--- src/rtl/iter_divider.sv ---
// Multi-cycle radix-2 restoring divider for divw/divwu/modw/modwu.
// Produces {remainder, quotient} with truncating signed semantics.
module iter_divider #(
  parameter int WIDTH = 32
) (
  input  logic                 clk,
  input  logic                 rst,
  input  logic                 start,
  input  logic                 is_signed,
  input  logic [WIDTH-1:0]     dividend,
  input  logic [WIDTH-1:0]     divisor,
  input  logic                 flush,
  output logic                 busy,
  output logic                 done,
  output logic [2*WIDTH-1:0]   div_result
);

  localparam int CW = $clog2(WIDTH);
  localparam logic [WIDTH-1:0] MIN_NEG = {1'b1, {(WIDTH-1){1'b0}}};

  typedef enum logic [1:0] {IDLE, CALC, DONE} state_t;

  state_t           state, state_next;
  logic [CW-1:0]    count;
  logic [WIDTH-1:0] rem, quo, dsr;
  logic             q_neg, r_neg;

  logic             accept, div_zero, sign_ovf, last_iter;
  logic [WIDTH-1:0] a_mag, b_mag;
  logic [WIDTH-1:0] shifted, rem_step, quo_step, rem_fix, quo_fix;
  logic [WIDTH:0]   trial;

  assign accept    = (state == IDLE) && start && !flush;
  assign div_zero  = (divisor == '0);
  assign sign_ovf  = is_signed && (dividend == MIN_NEG) && (divisor == '1);
  assign last_iter = (count == CW'(WIDTH - 1));
  assign a_mag     = (is_signed && dividend[WIDTH-1]) ? -dividend : dividend;
  assign b_mag     = (is_signed && divisor[WIDTH-1])  ? -divisor  : divisor;

  // Before the final shift the partial remainder is below 2^(WIDTH-1), so
  // dropping its top bit loses nothing; the extra trial bit is the borrow.
  assign shifted  = {rem[WIDTH-2:0], quo[WIDTH-1]};
  assign trial    = {1'b0, shifted} - {1'b0, dsr};
  assign rem_step = trial[WIDTH] ? shifted : trial[WIDTH-1:0];
  assign quo_step = {quo[WIDTH-2:0], ~trial[WIDTH]};
  assign quo_fix  = q_neg ? -quo_step : quo_step;
  assign rem_fix  = r_neg ? -rem_step : rem_step;

  always_ff @(posedge clk or posedge rst) begin
    if (rst) state <= IDLE;
    else     state <= state_next;
  end

  always_comb begin
    state_next = state;
    case (state)
      IDLE:    if (accept) state_next = (div_zero || sign_ovf) ? DONE : CALC;
      CALC:    if (last_iter) state_next = DONE;
      DONE:    state_next = IDLE;
      default: state_next = IDLE;
    endcase
    if (flush) state_next = IDLE;
  end

  // Datapath and registered outputs; a flushed op never touches div_result.
  always_ff @(posedge clk or posedge rst) begin
    if (rst) begin
      busy       <= 1'b0;
      done       <= 1'b0;
      div_result <= '0;
      count      <= '0;
      rem        <= '0;
      quo        <= '0;
      dsr        <= '0;
      q_neg      <= 1'b0;
      r_neg      <= 1'b0;
    end else begin
      busy <= (state_next != IDLE);
      done <= (state_next == DONE);
      case (state)
        IDLE: begin
          if (accept) begin
            rem   <= '0;
            quo   <= a_mag;
            dsr   <= b_mag;
            count <= '0;
            q_neg <= is_signed && (dividend[WIDTH-1] ^ divisor[WIDTH-1]);
            r_neg <= is_signed && dividend[WIDTH-1];
            if (div_zero)      div_result <= {dividend, {WIDTH{1'b1}}};
            else if (sign_ovf) div_result <= {{WIDTH{1'b0}}, MIN_NEG};
          end
        end
        CALC: begin
          if (!flush) begin
            rem   <= rem_step;
            quo   <= quo_step;
            count <= count + CW'(1);
            if (last_iter) div_result <= {rem_fix, quo_fix};
          end
        end
        default: ;
      endcase
    end
  end

endmodule

--- config.mk ---
export PLATFORM = sky130hd
export DESIGN_NAME = iter_divider
export DESIGN_NICKNAME = d
export VERILOG_FILES = /design/src/rtl/iter_divider.sv
export SDC_FILE = /design/constraint.sdc
export NUM_CORES = 1
export LEC_CHECK = 0
export ABC_CLOCK_PERIOD_IN_PS = 12000
export BUFFER_PORTS_ARGS = -buffer_cell sky130_fd_sc_hd__buf_2
export CAP_MARGIN = 10
export CORE_ASPECT_RATIO = 1.75
export CORE_MARGIN = 5
export CORE_UTILIZATION = 46
export CTS_BUF_LIST = sky130_fd_sc_hd__clkbuf_4 sky130_fd_sc_hd__clkbuf_8
export DETAILED_ROUTE_END_ITERATION = 8
export HOLD_SLACK_MARGIN = 0.12
export PLACE_DENSITY = 0.63
export SETUP_SLACK_MARGIN = 0.4
export SYNTH_ARGS = -nofsm -noshare
export SYNTH_HDL_FRONTEND = slang
export SYNTH_SLANG_ARGS = --single-unit
--- constraint.sdc ---
create_clock -name clk -period 12 [get_ports clk]
set_input_delay 2.4 -clock clk [delete_from_list [all_inputs] [get_ports clk]]
set_output_delay 2.4 -clock clk [all_outputs]
set_load 0.01 [all_outputs]
==> impl_metrics.py, run 1 <==
metrics = {
    "status": {
        "status": "completed",
    },
    "logic_synthesis": {
        "yosysSeqAreaShare": 0.338,
        "syn_area_sq_um": 12600,
        "synthArstFlopShare": 1.00,
        "ys_ff_latch": 170,
        "ys_warn_count": 0,
        "yosys-top-cells-count": "203 x nand2_1, 199 x o21ai_0, 170 x dfrtp_1",
        "synth.most_common_cell": "nand2_1",
        "synth_nets": 1662,
        "synth-edff-count": 0,
        "synth_flop_cell": "dfrtp_1",
        "syn_avg_cell_area_sq_um": 8.11,
        "yosysTopAreaCellShare": 0.338,
        "synthTopCellsByArea": "dfrtp_1 34%, o21ai_0 7.9%, nand2_1 6.1%",
        "yosysUniqueCellTypes": 91,
        "synth_top_area_cell": "dfrtp_1",
        "synthCells": 1553,
    },
    "cells_and_area": {
        "nNetsFinal": 1748,
        "fin_area_sq_um": 13800,
        "syn_to_final_growth_pct": 9.65,
        "drive_above_1_share": 0.138,
    },
    "detailed_routing": {
        "totalWireLength_mm": 40.5,
        "routed_via_density": 5.89,
        "wl_met2_mm": 21.5,
        "drc_errors": 0,
        "drtIter0Drc": 749,
        "met3_length_mm": 1.60,
        "vias": 11900,
        "drtAntennaViolNets": 0,
        "post_drt_wl_per_cell_um": 20.1,
        "met1_length_mm": 14.9,
        "top_layer": "met4",
        "firstDrtPassIters": 6,
    },
    "setup_path": {
        "critPathCaptureType": "register",
        "worstSetupStartpointType": "register",
        "critical_path_arrival_ns": 6.35,
        "cp_cell_sequence": "inv_1 -> ha_1 -> fa_1 -> nand2b_1 -> a21boi_2 -> o211a_1 -> o21ai_1 -> a21o_1 -> o21ai_4 -> nand2_1 -> o21ai_0 -> ha_1 -> inv_1 -> nor3b_1 -> nor4b_1 -> a31oi_1 -> o31ai_1 -> xor2_1 -> a221oi_1 -> nor2_1",
        "reg2reg_setup_slack_ns": 6.03,
        "cp_data_required_time_ns": 12.38,
        "r2r_cells": 20,
        "cp_slowest_stage_delay_ns": 0.61,
        "crit_type": "reg2reg",
        "worstPathMaxFanout": 13,
        "r2r_end": "div_result[48]",
        "startpoint": "quo[31]",
        "slowest_stage": "nor3b_1",
        "r2r-start": "quo[31]",
    },
    "clocking": {
        "cts_buffers": 17,
        "hold_buffers": 0,
        "cts_max_level": 4,
        "cts_tree": "done",
        "clock_latency_ns": 0.51,
        "cts_setup_buffers": 0,
        "root_buffer": "clkbuf_8",
        "cts_resized": 0,
        "clock_path_buffers": 2,
        "cts_sinks": 170,
        "clk_pin_slew_ns": 0.08,
    },
    "global_routing": {
        "grt-ovfl-total": 0,
        "grt_pass1_wl_mm": 63.8,
        "grt_pass1_vias": 11800,
        "grt_usage": 0.263,
        "grt_max_degree": 105,
        "antenna_found_initial": 1,
    },
    "sta": {
        "max_slew_margin": 0.193,
        "fin_crit_ns": 5.97,
        "final.setup.tns_ns": 0,
        "finalCritPeriodShare": 0.497,
        "rsz0062_at_grt": "no",
        "clock.fmax_ghz": 0.168,
        "tightest_slew_ns": 1.21,
        "finalSetupViolCount": 0,
        "hold_violations": 0,
        "finalMaxSlewViolations": 0,
        "finClkSkew_ns": 0.0157,
    },
    "die": {
        "io_pins": 135,
        "dieArea_sq_um": 30900,
        "fp.dieW_um": 135,
        "die_h_um": 229,
        "start_util": 0.464,
        "std_cell_rows": 80,
        "coreArea_sq_um": 27100,
    },
    "pwr": {
        "leakagePower_nw": 6.06,
        "power_density_nw_per_um2": 167,
        "power_mw": 2.31,
        "ir_drop_uv": 81.2,
    },
    "min_path": {
        "hold_class": "reg2reg",
        "min_from": "div_result[0]",
        "min_delay_path_depth": 2,
        "hold_path_end": "div_result[0]",
    },
    "placed_design": {
        "post_dp_cell_area_sq_um": 13500,
        "io_buffer_count": 134,
        "place.gp.congestion": 0.951,
        "dpl.hpwl_mm": 31.8,
    },
    "flow_run": {
        "drv_cap": 0,
    },
}
[power by group]
part | switching (mW) | total, mW | leakage (nW) | internal (mW)
Combinational | 0.649 | 1.06 | 3.68 | 0.413
Clock | 0.208 | 0.379 | 0.178 | 0.171
Sequential | 0.134 | 0.864 | 2.20 | 0.730
Total | 0.991 | 2.31 | 6.06 | 1.31
[logic make-up after synthesis]
| family | count (synthesis) | share of synthesized area |
|---|---|---|
| AO/OA/AOI/OAI | 512 | 0.258 |
| buffers and inverters | 139 | 0.0497 |
| AND/OR/NAND/NOR | 540 | 0.206 |
| flip-flops | 170 | 0.338 |
| adder cells (fa/ha/maj) | 40 | 0.0403 |
| multiplexers | 26 | 0.0211 |
| XOR/XNOR | 126 | 0.0876 |
[critical path: cells and delay by family (launching register included)]
family                     cells  cell delay, ns
AOI/OAI and AO/OA              9            2.64
buffers and inverters          2            0.18
xor gates and xnor gates       1            0.15
and+or+nand+nor                5            1.52
DFF                            1            0.41
adders and majority gates      3            0.94
[area by class of cell]
type	count	area (sq um)
inverter	56	215
antenna	1	2.50
clock buffer	22	278
clock inverter	5	50.0
timing repair buffer	150	791
fill	2690	13300
sequential	170	4250
tap	369	462
multi-input combinational	1244	7750
[registers in the layout, summed over array words and instances (netlist names)]
signal and flops:
count 5, quo 32, busy 1, done 1, state 2, rem 31
dsr 32, div_result 64, r_neg 1, q_neg 1
[metrics by stage]
step / hold slack (ns) / std cells / worst slack, ns / utilization
4_1_cts: 0.485 / 2016 / 6.17 / 0.509
6_report: 0.476 / 2017 / 6.03 / 0.509
3_3_place_gp: 0.456 / 1989 / 5.70 / 0.497
2_1_floorplan: 0.445 / 1553 / 5.00 / -
5_1_grt: 0.502 / 2017 / 5.78 / 0.509
3_5_place_dp: 0.465 / 1989 / 5.63 / 0.497
[worst max-delay path by stage]
stage,endpoint,slack (ns),cells past startpoint
after global routing,div_result[52],5.78,20
after CTS,div_result[62],6.17,16
after floorplan,busy,5.00,1
after global placement,div_result[62],5.70,16
after detailed placement,div_result[62],5.63,16
final,div_result[48],6.03,20
[placed cells by master, fill, tap and decap left out, types with 18 or more instances in the layout]
master,synthesis,layout
a21oi_1,97,97
and3_1,18,18
a22oi_1,34,34
xor2_1,55,55
nand3_1,22,22
a31oi_1,20,20
buf_2,9,134
dfrtp_1,170,170
o21ai_0,199,198
clkbuf_8,0,18
xnor2_1,71,71
nand4_1,24,24
inv_1,53,52
o31ai_1,25,25
nor2_1,122,121
nand2_1,203,203
nor3_1,33,32
mux2i_1,22,22
ha_1,39,39
[metal layers]
layer | global-route usage | vias to the layer above
li1 | - | 5790
met1 | 0.279 | 5594
met2 | 0.489 | 379
met3 | 0.0348 | 116
met4 | 0.146 | 0
met5 | 0 | -
Note: power is estimated with default switching activity, not from simulation.
==> inputs of run 2 (changes only) <==
--- a/config.mk
+++ b/config.mk
@@ -5,7 +5,7 @@
 export SDC_FILE = /design/constraint.sdc
 export NUM_CORES = 1
 export LEC_CHECK = 0
-export ABC_CLOCK_PERIOD_IN_PS = 12000
+export ABC_CLOCK_PERIOD_IN_PS = 5500
 export BUFFER_PORTS_ARGS = -buffer_cell sky130_fd_sc_hd__buf_2
 export CAP_MARGIN = 10
 export CORE_ASPECT_RATIO = 1.75
==> constraint.sdc (replaced) <==
create_clock -name clk -period 5.5 [get_ports clk]
set_input_delay 1.1 -clock clk [delete_from_list [all_inputs] [get_ports clk]]
set_output_delay 1.1 -clock clk [all_outputs]
set_load 0.01 [all_outputs]
==> impl_metrics.py, run 2 (synthesized netlist as in run 1, its figures left out) <==
metrics = {
    "setup_path": {
        "critPathCaptureType": "register",
        "reg2reg_setup_slack_ns": 0.63,
        "r2r_end": "div_result[48]",
        "r2r_cells": 18,
        "cp_cell_sequence": "ha_1 -> and3_1 -> nand2_1 -> nor3_1 -> a2111oi_2 -> a21o_1 -> o21ai_4 -> o21ai_0 -> ha_1 -> nand2_1 -> or3_1 -> nand2b_1 -> a211oi_1 -> a31oi_1 -> o31ai_1 -> xor2_1 -> a221oi_1 -> nor2_1",
        "critical_path_arrival_ns": 5.26,
        "worstSetupStartpointType": "register",
        "worstPathMaxFanout": 11,
        "cp_data_required_time_ns": 5.89,
        "cp_slowest_stage_delay_ns": 0.57,
        "crit_buf_inv": 0,
        "slowest_stage": "a2111oi_2",
        "cp_top_family": "compound AO/OA/AOI/OAI gates",
        "r2r-start": "rem[21]",
        "crit_type": "reg2reg",
        "startpoint": "rem[21]",
    },
    "clocking": {
        "clk_pin_slew_ns": 0.09,
        "hold_buffers": 0,
        "cts_buffers": 17,
        "cts_max_level": 4,
        "cts_sinks": 170,
        "clock_path_buffers": 2,
        "cts_tree": "done",
        "root_buffer": "clkbuf_8",
        "clock_latency_ns": 0.51,
    },
    "pwr": {
        "power_density_nw_per_um2": 365,
        "power_mw": 5.12,
        "ir_drop_uv": 171,
        "leakagePower_nw": 6.15,
    },
    "sta": {
        "final.setup.tns_ns": 0,
        "rsz0062_at_grt": "yes",
        "hold_violations": 0,
        "clock.fmax_ghz": 0.205,
        "finalMaxSlewViolations": 0,
        "timing.hold.ws_ns": 0.474,
        "tightest_slew_ns": 1.27,
        "fin_crit_ns": 4.87,
        "finalCritPeriodShare": 0.886,
        "finClkSkew_ns": 0.0157,
        "finalSetupViolCount": 0,
        "max_slew_margin": 0.147,
    },
    "min_path": {
        "min_delay_path_depth": 2,
        "hold_path_end": "div_result[5]",
        "min_from": "div_result[5]",
        "hold_class": "reg2reg",
    },
    "die": {
        "std_cell_rows": 80,
        "io_pins": 135,
        "coreArea_sq_um": 27100,
        "fp.dieW_um": 135,
        "start_util": 0.464,
        "dieArea_sq_um": 30900,
        "die_h_um": 229,
    },
    "flow_run": {
        "drv_cap": 0,
    },
    "global_routing": {
        "antenna_found_initial": 2,
        "grt-ovfl-total": 0,
        "grt_pass1_vias": 11900,
        "grt_usage": 0.263,
        "grt_max_degree": 140,
        "grt_pass1_wl_mm": 64.2,
    },
    "cells_and_area": {
        "syn_to_final_growth_pct": 11.4,
        "drive_above_1_share": 0.149,
        "fin_area_sq_um": 14000,
        "final-instance-count-excl-fill": 2036,
        "fill_cells": 2702,
        "final_cell_mix": "203 x nand2_1, 199 x o21ai_0, 170 x dfrtp_1, 134 x buf_2, 121 x nor2_1",
        "top_register": "div_result",
        "largest_register_ffs": 64,
        "biggestRegsByFlops": "div_result: 64 flops, dsr: 32 flops, quo: 32 flops",
        "final_common_cell": "nand2_1",
        "nNetsFinal": 1762,
    },
    "detailed_routing": {
        "routed_via_density": 5.87,
        "vias": 11900,
        "totalWireLength_mm": 40.4,
        "drc_errors": 0,
        "post_drt_wl_per_cell_um": 19.8,
        "firstDrtPassIters": 7,
        "drtAntennaViolNets": 0,
        "drtIter0Drc": 681,
    },
    "status": {
        "status": "completed",
    },
    "placed_design": {
        "io_buffer_count": 134,
        "dpl.hpwl_mm": 31.5,
        "post_dp_cell_area_sq_um": 13600,
        "dp_cells": 2003,
        "place.gp.congestion": 0.967,
    },
}
==> run 2: cell count changes in the layout (fill, tap and decap cells not counted), moves of 2 or more <==
cell	change
clkbuf_4	-2
clkbuf_8	+3
clkinvlp_4	+5
clkinv_2	-2
buf_4	+12
buf_12	+2
==> run 2: how the worst max path moves through the flow <==
stage,to,slack (ns),cells past startpoint
finish,div_result[48],0.63,18
global route,div_result[48],0.32,21
CTS,div_result[58],0.62,20
detailed placement,div_result[11],0.46,14
global placement,div_result[28],0.47,14
floorplan,div_result[58],0.76,24
==> run 2: worst reg2reg max path, stage by stage, from the launching register on <==
cell and delay [ns]:
dfrtp_1 0.43, ha_1 0.44, and3_1 0.24, nand2_1 0.12
nor3_1 0.08, a2111oi_2 0.57, a21o_1 0.26, o21ai_4 0.11
o21ai_0 0.36, ha_1 0.27, nand2_1 0.08, or3_1 0.43
nand2b_1 0.20, a211oi_1 0.30, a31oi_1 0.15, o31ai_1 0.29
xor2_1 0.10, a221oi_1 0.27, nor2_1 0.06
==> run 2: metal layers <==
layer	routed length, um	part of all wire	vias up	global-route usage
met2	21400	0.53	381	0.480
li1	-	-	5820	-
met3	1760	0.044	110	0.0401
met1	15000	0.37	5629	0.285
met5	13	0.00032	-	0
met4	2170	0.054	2	0.150
==> run 2: what timing repair did <==
item	CTS	global route
gates resized for setup	0	4
setup buffers	0	0
setup endpoints to repair	0	4
==> run 2: through the flow <==
stage	util	setup slack, ns
floorplan	-	0.760
global placement	0.502	0.473
detailed placement	0.502	0.462
CTS	0.516	0.622
global route	0.517	0.321
finish	0.517	0.628
==> run 2: cell type report <==
class | count | area, sq um | share of cell area
multi-input cells | 1244 | 7780 | 0.555
flip-flops and latches | 170 | 4250 | 0.303
repair buffers | 164 | 921 | 0.0657
well taps | 369 | 462 | 0.0329
clock buffers | 23 | 304 | 0.0217
inverters | 56 | 214 | 0.0153
clock inverters | 9 | 87.6 | 0.00625
diodes | 1 | 2.50 | 0.000178
==> run 2: report_power, final <==
group | internal, mW | switching [mW] | total [mW] | leakage (nW)
Clock | 0.416 | 0.486 | 0.902 | 0.191
Combinational | 0.918 | 1.40 | 2.32 | 3.76
Sequential | 1.59 | 0.312 | 1.90 | 2.20
Total | 2.93 | 2.20 | 5.12 | 6.15
==> inputs of run 3 (changes only) <==
--- a/config.mk
+++ b/config.mk
@@ -15,6 +15,7 @@
 export DETAILED_ROUTE_END_ITERATION = 8
 export HOLD_SLACK_MARGIN = 0.12
 export PLACE_DENSITY = 0.63
+export RECOVER_POWER = 100
 export SETUP_SLACK_MARGIN = 0.4
 export SYNTH_ARGS = -nofsm -noshare
 export SYNTH_HDL_FRONTEND = slang
==> impl_metrics.py, run 3 (synthesized netlist as in run 1, its figures left out) <==
metrics = {
    "status": {
        "status": "finished, violations left",
        "violations": "max-capacitance violations, max-slew violations",
    },
    "pwr": {
        "power_density_nw_per_um2": 366,
        "leakagePower_nw": 5.85,
        "ir_drop_uv": 172,
    },
    "sta": {
        "finalSetupViolCount": 0,
        "max_slew_margin": -1.05,
        "finalCritPeriodShare": 0.934,
        "tightest_slew_ns": 3.03,
        "final.setup.tns_ns": 0,
        "rsz0062_at_grt": "yes",
        "finClkSkew_ns": 0.0169,
        "timing.hold.ws_ns": 0.479,
        "finalMaxSlewViolations": 285,
        "fin_crit_ns": 5.14,
        "clock.fmax_ghz": 0.195,
        "hold_violations": 0,
    },
    "detailed_routing": {
        "vias": 12000,
        "drc_errors": 0,
        "post_drt_wl_per_cell_um": 19.9,
        "drtAntennaViolNets": 0,
        "firstDrtPassIters": 7,
        "totalWireLength_mm": 40.5,
        "routed_via_density": 5.87,
        "drtIter0Drc": 672,
    },
    "clocking": {
        "root_buffer": "clkbuf_8",
        "hold_buffers": 0,
        "cts_sinks": 170,
        "clock_latency_ns": 0.51,
        "cts_max_level": 4,
        "clk_pin_slew_ns": 0.09,
        "cts_buffers": 17,
        "cts_tree": "done",
        "clock_path_buffers": 2,
    },
    "setup_path": {
        "cp_top_family": "simple AND/OR/NAND/NOR gates",
        "critPathCaptureType": "register",
        "crit_buf_inv": 4,
        "cp_cell_sequence": "clkbuf_1 -> inv_1 -> ha_1 -> or3b_1 -> nor3_1 -> and2_0 -> nand4_1 -> nor2_1 -> a2111oi_0 -> or3_2 -> inv_1 -> clkbuf_2 -> mux2_2",
        "crit_type": "in2reg",
        "cp_data_required_time_ns": 5.89,
        "critPathMostFrequentCell": "inv_1",
        "slowest_stage": "nor2_1",
        "cp_slowest_stage_delay_ns": 0.67,
        "worstSetupStartpointType": "primary input",
        "critical_path_arrival_ns": 5.53,
        "worstPathMaxFanout": 26,
    },
    "global_routing": {
        "antenna_found_initial": 2,
        "grt_pass1_vias": 11900,
        "grt-ovfl-total": 0,
        "grt_pass1_wl_mm": 64.2,
        "grt_max_degree": 140,
        "grt_usage": 0.263,
    },
    "cells_and_area": {
        "syn_to_final_growth_pct": 9.71,
        "nNetsFinal": 1762,
        "largest_register_ffs": 64,
        "biggestRegsByFlops": "div_result: 64 flops, dsr: 32 flops, quo: 32 flops",
        "fill_cells": 2756,
        "fin_area_sq_um": 13800,
        "top_register": "div_result",
        "drive_above_1_share": 0.0978,
        "final-instance-count-excl-fill": 2036,
        "final_common_cell": "nand2_1",
        "final_cell_mix": "203 x nand2_1, 201 x o21ai_0, 170 x dfrtp_1, 122 x nor2_1, 97 x a21oi_1",
    },
    "die": {
        "start_util": 0.464,
        "coreArea_sq_um": 27100,
        "die_h_um": 229,
        "std_cell_rows": 80,
        "dieArea_sq_um": 30900,
        "fp.dieW_um": 135,
        "io_pins": 135,
    },
    "placed_design": {
        "io_buffer_count": 134,
        "dp_cells": 2003,
        "dpl.hpwl_mm": 31.5,
        "place.gp.congestion": 0.967,
        "post_dp_cell_area_sq_um": 13600,
    },
    "flow_run": {
        "drv_cap": 5,
    },
    "min_path": {
        "hold_class": "reg2reg",
    },
}
run 3: worst paths after layout:
check,startpoint,to,slack [ns],depth (start not counted)
worst max-delay path,divisor[0],div_result[49],0.36,13
worst min-delay path,div_result[5],div_result[5],0.48,2
worst max register to register,quo[31],div_result[59],0.46,17
worst min register to register,div_result[5],div_result[5],0.48,2
max in group asynchronous,rst,rem[9],1.97,3
min in group asynchronous,rst,div_result[60],0.91,2
run 3: repair_timing:
action,in CTS,in global routing
setup buffers,0,0
setup endpoints to repair,0,4
resized for setup,0,4
endpoints found under the hold margin,0,0
run 3: worst register-to-register path: cells and delay by family (launching register included):
kind / cells / cell delay [ns]
AOI/OAI and AO/OA: 8 / 2.17
buffers and inverters: 4 / 1.04
adders and majority gates: 2 / 0.62
and+or+nand+nor: 2 / 0.48
DFF: 1 / 0.41
muxes: 1 / 0.23
run 3: cell type report:
class	instances	area, sq um	area share
multi-input combinational	1244	7710	0.558
sequential	170	4250	0.308
timing repair buffer	164	778	0.0563
tap	369	462	0.0334
clock buffer	23	304	0.0220
inverter	56	211	0.0153
clock inverter	9	87.6	0.00634
antenna	1	2.50	0.000181
run 3: power breakdown:
part	internal, mW	switching, mW	total, mW
Clock	0.416	0.488	0.904
Combinational	0.851	1.39	2.24
Sequential	1.59	0.317	1.91
run 3: routing by layer:
| metal | GRT usage | part of all wire |
|---|---|---|
| met5 | 0 | 0.00032 |
| met4 | 0.150 | 0.058 |
| met3 | 0.0401 | 0.043 |
| met2 | 0.480 | 0.53 |
| met1 | 0.285 | 0.37 |
run 3: stage by stage:
step	setup slack, ns	util	power (mW)
after CTS	0.622	0.516	5.14
final	0.364	0.509	5.06
after detailed placement	0.462	0.502	4.22
after global placement	0.473	0.502	4.19
after floorplan	0.760	-	3.48
after global routing	0.177	0.509	5.44
